File: src/rtl/ip_seq_pkg.sv
// Shared types and helpers for the instruction-pointer sequencer.
package ip_seq_pkg;

    // Where the next IP comes from this cycle
    typedef enum logic [2:0] {
        SRC_HOLD = 3'd0,
        SRC_IRQ  = 3'd1,
        SRC_INC  = 3'd2,
        SRC_RET  = 3'd3,
        SRC_IMM  = 3'd4,
        SRC_TOS  = 3'd5
    } src_e;

    // Bits needed to count 0..n inclusive
    function automatic int depth_w(input int n);
        return $clog2(n + 1);
    endfunction

endpackage

File: src/rtl/ip_seq_rstack.sv
// Return stack: LIFO register array with sticky overflow/underflow flags.
// A push when full is dropped; a pop when empty leaves the stack untouched.
module ip_rstack
    import ip_seq_pkg::*;
#(
    parameter int AW    = 10,
    parameter int DEPTH = 16
) (
    input  logic                      i_clk,
    input  logic                      i_rst,
    input  logic                      i_push,
    input  logic                      i_pop,
    input  logic [AW-1:0]             i_din,
    input  logic                      i_err_clr,
    output logic [AW-1:0]             o_top,
    output logic [depth_w(DEPTH)-1:0] o_depth,
    output logic                      o_empty,
    output logic                      o_overflow,
    output logic                      o_underflow
);
    localparam int DW = depth_w(DEPTH);
    localparam int IW = (DEPTH > 1) ? $clog2(DEPTH) : 1;

    logic [AW-1:0] r_mem [DEPTH];
    logic [DW-1:0] r_depth;
    logic          r_ovf;
    logic          r_unf;
    logic          w_full;
    logic [IW-1:0] w_top_idx;

    assign w_full      = (r_depth == DW'(DEPTH));
    assign o_empty     = (r_depth == '0);
    assign w_top_idx   = IW'(r_depth - 1'b1);
    assign o_top       = o_empty ? '0 : r_mem[w_top_idx];
    assign o_depth     = r_depth;
    assign o_overflow  = r_ovf;
    assign o_underflow = r_unf;

    // Entry storage; contents beyond depth are don't-care so no reset needed
    always_ff @(posedge i_clk) begin
        if (i_push && !w_full)
            r_mem[r_depth[IW-1:0]] <= i_din;
    end

    // Depth counter and sticky error flags (a fresh error beats a clear)
    always_ff @(posedge i_clk or posedge i_rst) begin
        if (i_rst) begin
            r_depth <= '0;
            r_ovf   <= 1'b0;
            r_unf   <= 1'b0;
        end else begin
            if (i_push && !w_full)
                r_depth <= r_depth + 1'b1;
            else if (i_pop && !o_empty)
                r_depth <= r_depth - 1'b1;
            r_ovf <= (i_push && w_full)  || (r_ovf && !i_err_clr);
            r_unf <= (i_pop  && o_empty) || (r_unf && !i_err_clr);
        end
    end

endmodule

File: src/rtl/ip_seq.sv
// Instruction-pointer sequencer with return stack.
// Define IP_SEQ_IRQ_EN to build the interrupt entry path (take, ack, nesting guard).
module ip_seq
    import ip_seq_pkg::*;
#(
    parameter int                     IADDR_WIDTH  = 10,
    parameter int                     RS_DEPTH     = 16,
    parameter logic [IADDR_WIDTH-1:0] RESET_VECTOR = '0,
    parameter logic [IADDR_WIDTH-1:0] IRQ_VECTOR   = IADDR_WIDTH'(2)
) (
    input  logic                         clk,
    input  logic                         reset,
    input  logic                         stall,
    input  logic [IADDR_WIDTH-1:0]       TOS,
    input  logic                         TOS_is_zero,
    input  logic [IADDR_WIDTH-1:0]       ip_imm,
    input  logic                         ip_skip,
    input  logic                         ip_imm_sel,
    input  logic                         ip_tos_sel,
    input  logic                         ip_call,
    input  logic                         ip_ret,
    input  logic                         err_clr,
    input  logic                         irq_req,
    output logic                         irq_ack,
    output logic [IADDR_WIDTH-1:0]       ip,
    output logic [IADDR_WIDTH-1:0]       ip_next,
    output logic [IADDR_WIDTH-1:0]       rs_top,
    output logic [depth_w(RS_DEPTH)-1:0] rs_depth,
    output logic                         rs_overflow,
    output logic                         rs_underflow
);
    localparam int DW = depth_w(RS_DEPTH);

    logic [IADDR_WIDTH-1:0] r_ip;
    logic [IADDR_WIDTH-1:0] w_inc;
    logic [IADDR_WIDTH-1:0] w_next;
    logic [IADDR_WIDTH-1:0] w_push_data;
    logic [DW-1:0]          w_depth;
    logic                   w_empty;
    logic                   w_push;
    logic                   w_pop;
    logic                   w_take;
    src_e                   w_src;

    assign w_inc = r_ip + 1'b1;

`ifdef IP_SEQ_IRQ_EN
    logic          r_irq_active;
    logic          r_irq_ack;
    logic [DW-1:0] r_irq_depth;

    assign w_take  = irq_req && !r_irq_active;
    assign irq_ack = r_irq_ack;

    // Interrupt bookkeeping: remember pre-push depth, leave on the matching return
    always_ff @(posedge clk or posedge reset) begin
        if (reset) begin
            r_irq_active <= 1'b0;
            r_irq_ack    <= 1'b0;
            r_irq_depth  <= '0;
        end else begin
            r_irq_ack <= (w_src == SRC_IRQ);
            if (w_src == SRC_IRQ) begin
                r_irq_active <= 1'b1;
                r_irq_depth  <= w_depth;
            end else if (w_src == SRC_RET && !w_empty &&
                         DW'(w_depth - 1'b1) == r_irq_depth) begin
                r_irq_active <= 1'b0;
            end
        end
    end
`else
    logic w_unused;
    assign w_unused = irq_req ^ (^IRQ_VECTOR);
    assign w_take   = 1'b0;
    assign irq_ack  = 1'b0;
`endif

    // Priority decode of the next-IP source
    always_comb begin
        w_src = SRC_INC;
        if (stall)                       w_src = SRC_HOLD;
        else if (w_take)                 w_src = SRC_IRQ;
        else if (ip_skip && !TOS_is_zero) w_src = SRC_INC;
        else if (ip_ret)                 w_src = SRC_RET;
        else if (ip_imm_sel)             w_src = SRC_IMM;
        else if (ip_tos_sel)             w_src = SRC_TOS;
    end

    // Next-IP mux plus stack command; a return on empty just advances
    always_comb begin
        w_next      = w_inc;
        w_push      = 1'b0;
        w_pop       = 1'b0;
        w_push_data = w_inc;
        case (w_src)
            SRC_HOLD: w_next = r_ip;
            SRC_IRQ: begin
                w_next      = IRQ_VECTOR;
                w_push      = 1'b1;
                w_push_data = r_ip;
            end
            SRC_RET: begin
                w_next = w_empty ? w_inc : rs_top;
                w_pop  = 1'b1;
            end
            SRC_IMM: begin
                w_next = ip_imm;
                w_push = ip_call;
            end
            SRC_TOS: begin
                w_next = TOS;
                w_push = ip_call;
            end
            default: w_next = w_inc;
        endcase
    end

    // Current IP register
    always_ff @(posedge clk or posedge reset) begin
        if (reset) r_ip <= RESET_VECTOR;
        else       r_ip <= w_next;
    end

    ip_rstack #(.AW(IADDR_WIDTH), .DEPTH(RS_DEPTH)) u_rstack (
        .i_clk       (clk),
        .i_rst       (reset),
        .i_push      (w_push),
        .i_pop       (w_pop),
        .i_din       (w_push_data),
        .i_err_clr   (err_clr),
        .o_top       (rs_top),
        .o_depth     (w_depth),
        .o_empty     (w_empty),
        .o_overflow  (rs_overflow),
        .o_underflow (rs_underflow)
    );

    assign ip       = r_ip;
    assign ip_next  = w_next;
    assign rs_depth = w_depth;

endmodule

File: config.mk
export PLATFORM = sky130hd
export DESIGN_NAME = ip_seq
export DESIGN_NICKNAME = d
export VERILOG_FILES = /design/src/rtl/ip_seq_pkg.sv /design/src/rtl/ip_seq_rstack.sv /design/src/rtl/ip_seq.sv
export SDC_FILE = /design/constraint.sdc
export NUM_CORES = 1
export LEC_CHECK = 0
export BUFFER_PORTS_ARGS = -buffer_cell sky130_fd_sc_hd__buf_2
export CAP_MARGIN = 10
export CORE_ASPECT_RATIO = 0.9
export CORE_MARGIN = 10
export CORE_UTILIZATION = 50
export CTS_BUF_LIST = sky130_fd_sc_hd__clkbuf_2 sky130_fd_sc_hd__clkbuf_4 sky130_fd_sc_hd__clkbuf_8
export DETAILED_ROUTE_END_ITERATION = 6
export PLACE_DENSITY = 0.69
export SYNTH_ARGS = -nofsm -noshare
export SYNTH_HDL_FRONTEND = slang
export SYNTH_SLANG_ARGS = --single-unit
File: constraint.sdc
create_clock -name clk -period 5.8 [get_ports clk]
set_clock_uncertainty 0.1 [all_clocks]
set_input_delay 0.87 -clock clk [delete_from_list [all_inputs] [get_ports clk]]
set_output_delay 0.87 -clock clk [all_outputs]
set_load 0.02 [all_outputs]
==> results of run 1 <==
[flip-flops by register name, summed over array words and instances (netlist names)]
| register | cells |
|---|---|
| u_rstack.r_mem | 160 |
| ip | 10 |
| u_rstack.o_depth | 5 |
| u_rstack.o_overflow | 1 |
| u_rstack.o_underflow | 1 |
[metrics by stage]
stage | power [mW] | area, µm² | hold WS, ps | std cells | util
CTS | 5.01 | 8540 | 409 | 711 | 0.576
global route | 5.24 | 8550 | 445 | 712 | 0.577
global placement | 4.09 | 8120 | 366 | 679 | 0.548
floorplan | 3.41 | 7590 | 499 | 430 | -
detailed placement | 4.14 | 8120 | 389 | 679 | 0.548
finish | 5.01 | 8550 | 407 | 712 | 0.577
[cell type report]
class                   count  area [µm²]
repair buffers             75         398
well taps                 198         248
clock inverters            14         178
inverters                  18        67.6
flip-flops and latches    177        5230
clock buffers              18         241
fillers                  1163        6270
multi-input cells         212        2180
[metal layers]
layer  part of all wire  vias up  track usage
met5                  0        -            0
met4              0.015        0       0.0496
met3               0.11       23       0.0485
met2               0.44      247        0.250
met1               0.43     2202        0.234
li1                   -     1862            -
[power groups by stage]
| stage | Sequential (mW) | Combinational (mW) | Clock (mW) |
|---|---|---|---|
| 3_5_place_dp | 1.80 | 2.34 | 0 |
| 2_1_floorplan | 1.81 | 1.60 | 0 |
| 5_1_grt | 1.78 | 2.52 | 0.945 |
| 3_3_place_gp | 1.79 | 2.30 | 0 |
| 4_1_cts | 1.77 | 2.34 | 0.900 |
| 6_report | 1.78 | 2.35 | 0.892 |
[cell families after synthesis]
group                      synth area share
buffers and inverters                0.0257
and+or+nand+nor                      0.0612
AOI/OAI and AO/OA                    0.0538
adders and majority gates           0.00989
other                              0.000494
muxes                                 0.142
xor gates and xnor gates             0.0175
DFF                                   0.689
[cells in the final DEF (no fill, tap or decap), types with 9 or more instances in the layout]
cell type and count:
and2_1 9, buf_2 66, buf_4 9, clkbuf_8 17, dfrtp_1 16, edfxtp_1 160, inv_1 17, mux2i_1 11
mux4_2 32, nand2_1 15, nor2_1 17, o21ai_0 11
[path summary, 6_finish.rpt]
| kind | cells after the start | startpoint | end |
|---|---|---|---|
| max | 8 | u_rstack.o_depth[1] | ip_next[1] |
| min | 1 | u_rstack.o_underflow | u_rstack.o_underflow |
| max reg2reg | 7 | u_rstack.o_depth[1] | ip[1] |
| min reg2reg | 1 | u_rstack.o_underflow | u_rstack.o_underflow |
| max in group asynchronous | 2 | reset | u_rstack.o_depth[0] |
| min in group asynchronous | 2 | reset | ip[4] |
[worst max-delay path, cell delays in order, from the launching register on]
cell	delay, ps
dfrtp_1	530
inv_1	180
ha_2	980
buf_4	360
mux4_2	320
mux2_2	270
a21oi_1	280
o221ai_1	190
buf_2	220
==> flow_metrics.env, run 1 <==
export IMPL_cap_violations=0
export IMPL_hold_violations=0
export IMPL_drt_total_wl_mm=17.1
export IMPL_p_comb_frac=0.468
export IMPL_ir_drop_v=0.000328
export IMPL_seq_power_share=0.354
export IMPL_rsz0062_at_grt="no"
export IMPL_rows=42
export IMPL_vias=4334
export IMPL_drv_slew=0
export IMPL_dp_hpwl_mm=11.3
export IMPL_netlist_top_cells_count="160 x edfxtp_1, 32 x mux4_2, 17 x dfrtp_1, 17 x inv_1, 17 x nor2_1"
export IMPL_htree_levels=4
export IMPL_grt_pass1_vias=4242
export IMPL_cp_start_kind="flip-flop"
export IMPL_core_um2=14800
export IMPL_required_ps=4830
export IMPL_cts_sinks=177
export IMPL_drt_first_pass_iters=5
export IMPL_synth_ff_type="edfxtp_1"
export IMPL_period_minus_slack_ps=4770
export IMPL_ys_seq_elements=177
export IMPL_synthTopCellsByArea="edfxtp_1 63%, mux4_2 9.5%, dfrtp_1 5.6%"
export IMPL_clock_latency_ps=450
export IMPL_ioPinCount=69
export IMPL_power_density_nw_per_um2=587
export IMPL_fin_ws_ps=1030
export IMPL_wire_per_inst_um=24.0
export IMPL_cts_made_buffers=17
export IMPL_die_w_um=150
export IMPL_hold_path_class="reg2reg"
export IMPL_fin_crit_sh=0.823
export IMPL_setup_viol=0
export IMPL_postRouteAntennaNets=0
export IMPL_end_kind="output pin"
export IMPL_grt_start_max_net_pins=38
export IMPL_yosysTopAreaCell="edfxtp_1"
export IMPL_max_freq_mhz=209
export IMPL_cts_root_buf="clkbuf_8"
export IMPL_internal_power_mw=2.99
export IMPL_p_clk_frac=0.178
export IMPL_port_buffers=66
export IMPL_dieArea_um2=20500
export IMPL_cts_tree="yes"
export IMPL_clockBufferDepth=2
export IMPL_async_flop_share=0.0960
export IMPL_leakagePower_nw=3.05
export IMPL_antenna_found_initial=0
export IMPL_gp_congestion=0.885
export IMPL_crit_path_max_fanout=34
export IMPL_synth_cells=430
export IMPL_clk_pin_slew_ps=90
export IMPL_layout_drive_gt1_share=0.311
export IMPL_slew_headroom=0.247
export IMPL_area_growth_pct=12.7
export IMPL_holdBufCountCts=0
export IMPL_synth_top_cell_area_share=0.633
export IMPL_synth_nets=467
export IMPL_crit_type="reg2out"
export IMPL_synth_warnings=0
export IMPL_drt_iter0_markers=513
export IMPL_yosysUniqueCellTypes=54
export IMPL_status="completed"
export IMPL_viasPerCell=6.09
export IMPL_setup_tns_ps=0
export IMPL_dp_slack_ps=1530
export IMPL_ys_seq_area_frac=0.689
export IMPL_die_h_um=137
export IMPL_grt_usage=0.168
export IMPL_layout_nets=538
export IMPL_worstMarginPinSlew_ps=1130
export IMPL_cts_resized_gates=0
export IMPL_arrival_ps=3800
export IMPL_overflow=0
export IMPL_synth_avg_cell_area_um2=17.6
export IMPL_synth_edf_count=160
export IMPL_r2r_slack_ps=2410
export IMPL_cts_setup_buffers=0
export IMPL_sw_frac_of_total=0.403
export IMPL_syn_area_um2=7590
export IMPL_grt_first_pass_wirelength_mm=25.4
export IMPL_yosysMostFrequentCell="edfxtp_1"
export IMPL_antenna_cells=0
export IMPL_initial_utilization=0.512
export IMPL_power_switching_mw=2.02
export IMPL_route_detailed_drc=0
(Power assumes the default switching activity.)
==> run 2: changes to the inputs <==
PLACE_DENSITY = 0.72   (was 0.69)
clock period = 4.2 ns   (was 5.8 ns; I/O delays follow)
==> flow_metrics.env, run 2 (synthesized netlist as in run 1, its figures left out) <==
export IMPL_grt_pass1_vias=4484
export IMPL_slowest_stage="mux4_2"
export IMPL_cp_start_kind="flip-flop"
export IMPL_clockBufferDepth=2
export IMPL_cts_root_buf="clkbuf_8"
export IMPL_hold_violations=0
export IMPL_critPathBufInv=3
export IMPL_largest_register_ffs=160
export IMPL_dpl_cell_count=695
export IMPL_cpLargestDelayFamily="multiplexers"
export IMPL_holdBufCountCts=0
export IMPL_r2r_start="u_rstack.o_depth[0]"
export IMPL_drt_total_wl_mm=17.5
export IMPL_clk_pin_slew_ps=90
export IMPL_status="completed"
export IMPL_initial_utilization=0.512
export IMPL_drt_first_pass_iters=5
export IMPL_leakagePower_nw=3.11
export IMPL_setup_tns_ps=0
export IMPL_antenna_cells=0
export IMPL_ioPinCount=69
export IMPL_hold_path_class="in2async"
export IMPL_postRouteAntennaNets=0
export IMPL_cap_violations=0
export IMPL_rsz0062_at_grt="no"
export IMPL_die_w_um=150
export IMPL_viasPerCell=5.98
export IMPL_drt_iter0_markers=430
export IMPL_grt_start_max_net_pins=38
export IMPL_cts_made_buffers=17
export IMPL_ff2ff_path_depth=8
export IMPL_htree_levels=4
export IMPL_layout_drive_gt1_share=0.328
export IMPL_grt_first_pass_wirelength_mm=26.6
export IMPL_end_kind="output pin"
export IMPL_dieArea_um2=20500
export IMPL_required_ps=3470
export IMPL_ir_drop_v=0.000436
export IMPL_route_detailed_drc=0
export IMPL_die_h_um=137
export IMPL_arrival_ps=3320
export IMPL_cts_tree="yes"
export IMPL_core_um2=14800
export IMPL_crit_cells=9
export IMPL_area_growth_pct=13.5
export IMPL_wire_per_inst_um=24.1
export IMPL_drv_slew=0
export IMPL_finalNonFillerCells=728
export IMPL_crit_type="reg2out"
export IMPL_layout_nets=555
export IMPL_rows=42
export IMPL_vias=4352
export IMPL_r2r_slack_ps=1280
export IMPL_whs_ps=164
export IMPL_clock_latency_ps=460
export IMPL_antenna_found_initial=0
export IMPL_worstMarginPinSlew_ps=740
export IMPL_cpPeakStageDelay_ps=490
export IMPL_port_buffers=66
export IMPL_utilization=0.581
export IMPL_fin_crit_sh=0.964
export IMPL_grt_usage=0.176
export IMPL_gp_congestion=0.929
export IMPL_power_mw=7.00
export IMPL_layout_commonest_cell="edfxtp_1"
export IMPL_period_minus_slack_ps=4050
export IMPL_mostFrequentLayoutCells="160 x edfxtp_1, 66 x buf_2, 32 x mux4_2, 26 x buf_4"
export IMPL_crit_path_max_fanout=10
export IMPL_overflow=0
export IMPL_power_density_nw_per_um2=813
export IMPL_dp_hpwl_mm=11.8
export IMPL_crit_chain="inv_2 > ha_1 > xor2_4 > buf_4 > mux4_2 > mux2i_1 > o2bb2ai_1 > a21o_1 > buf_2"
export IMPL_reg2reg_to="ip[6]"
export IMPL_cts_sinks=177
export IMPL_setup_viol=0
export IMPL_slew_headroom=0.506
export IMPL_max_freq_mhz=247
export IMPL_fill_cells=1135
-- run 2: cell count changes in the layout (fill, tap and decap cells not counted), sizes merged --
cell / delta
buf: +17
bufinv: -2
clkbuf: +2
clkinvlp: -1
-- run 2: worst reg2reg max path: stages, from the launching register on --
cell and delay [ps]:
dfrtp_2 410, inv_2 240, ha_1 340, xor2_4 290
buf_4 200, mux4_2 490, mux2i_1 310, o2bb2ai_1 170
a21o_1 240
-- run 2: timing repair --
action	CTS	global route
endpoints found under the setup margin	2	4
gates resized for setup	0	1
buffers inserted	2	0
-- run 2: metrics by stage --
step	cell area, µm²	worst slack, ps
after floorplan	7590	700
after global placement	8230	549
after detailed placement	8230	505
after CTS	8600	17.4
after global routing	8610	23.9
final	8610	153
-- run 2: final cells by class --
cell class / count / area [µm²] / share of cell area
multi-input combinational: 212 / 2180 / 0.253
sequential: 177 / 5230 / 0.607
tap: 198 / 248 / 0.0288
clock buffer: 20 / 256 / 0.0298
timing repair buffer: 92 / 526 / 0.0610
clock inverter: 11 / 104 / 0.0121
inverter: 18 / 67.6 / 0.00784
-- run 2: routing by layer --
layer	track usage	wire, µm	up-vias
met2	0.279	8160	201
li1	-	-	1910
met5	0	0	-
met1	0.227	7410	2213
met4	0.0534	287	0
met3	0.0581	1660	28
-- run 2: worst max path at each step --
stage / startpoint / endpoint / slack [ps]
floorplan: u_rstack.o_depth[0] / ip_next[5] / 700
global route: u_rstack.o_depth[0] / ip_next[5] / 20
CTS: u_rstack.o_depth[0] / ip_next[7] / 20
global placement: u_rstack.o_depth[0] / ip_next[8] / 550
detailed placement: u_rstack.o_depth[0] / ip_next[8] / 500
finish: u_rstack.o_depth[0] / ip_next[6] / 150
-- run 2: where the power goes --
part           internal, mW  switching [mW]  total [mW]
Combinational          1.37            2.12        3.49
Sequential             2.29           0.135        2.43
Clock                 0.491           0.593        1.08
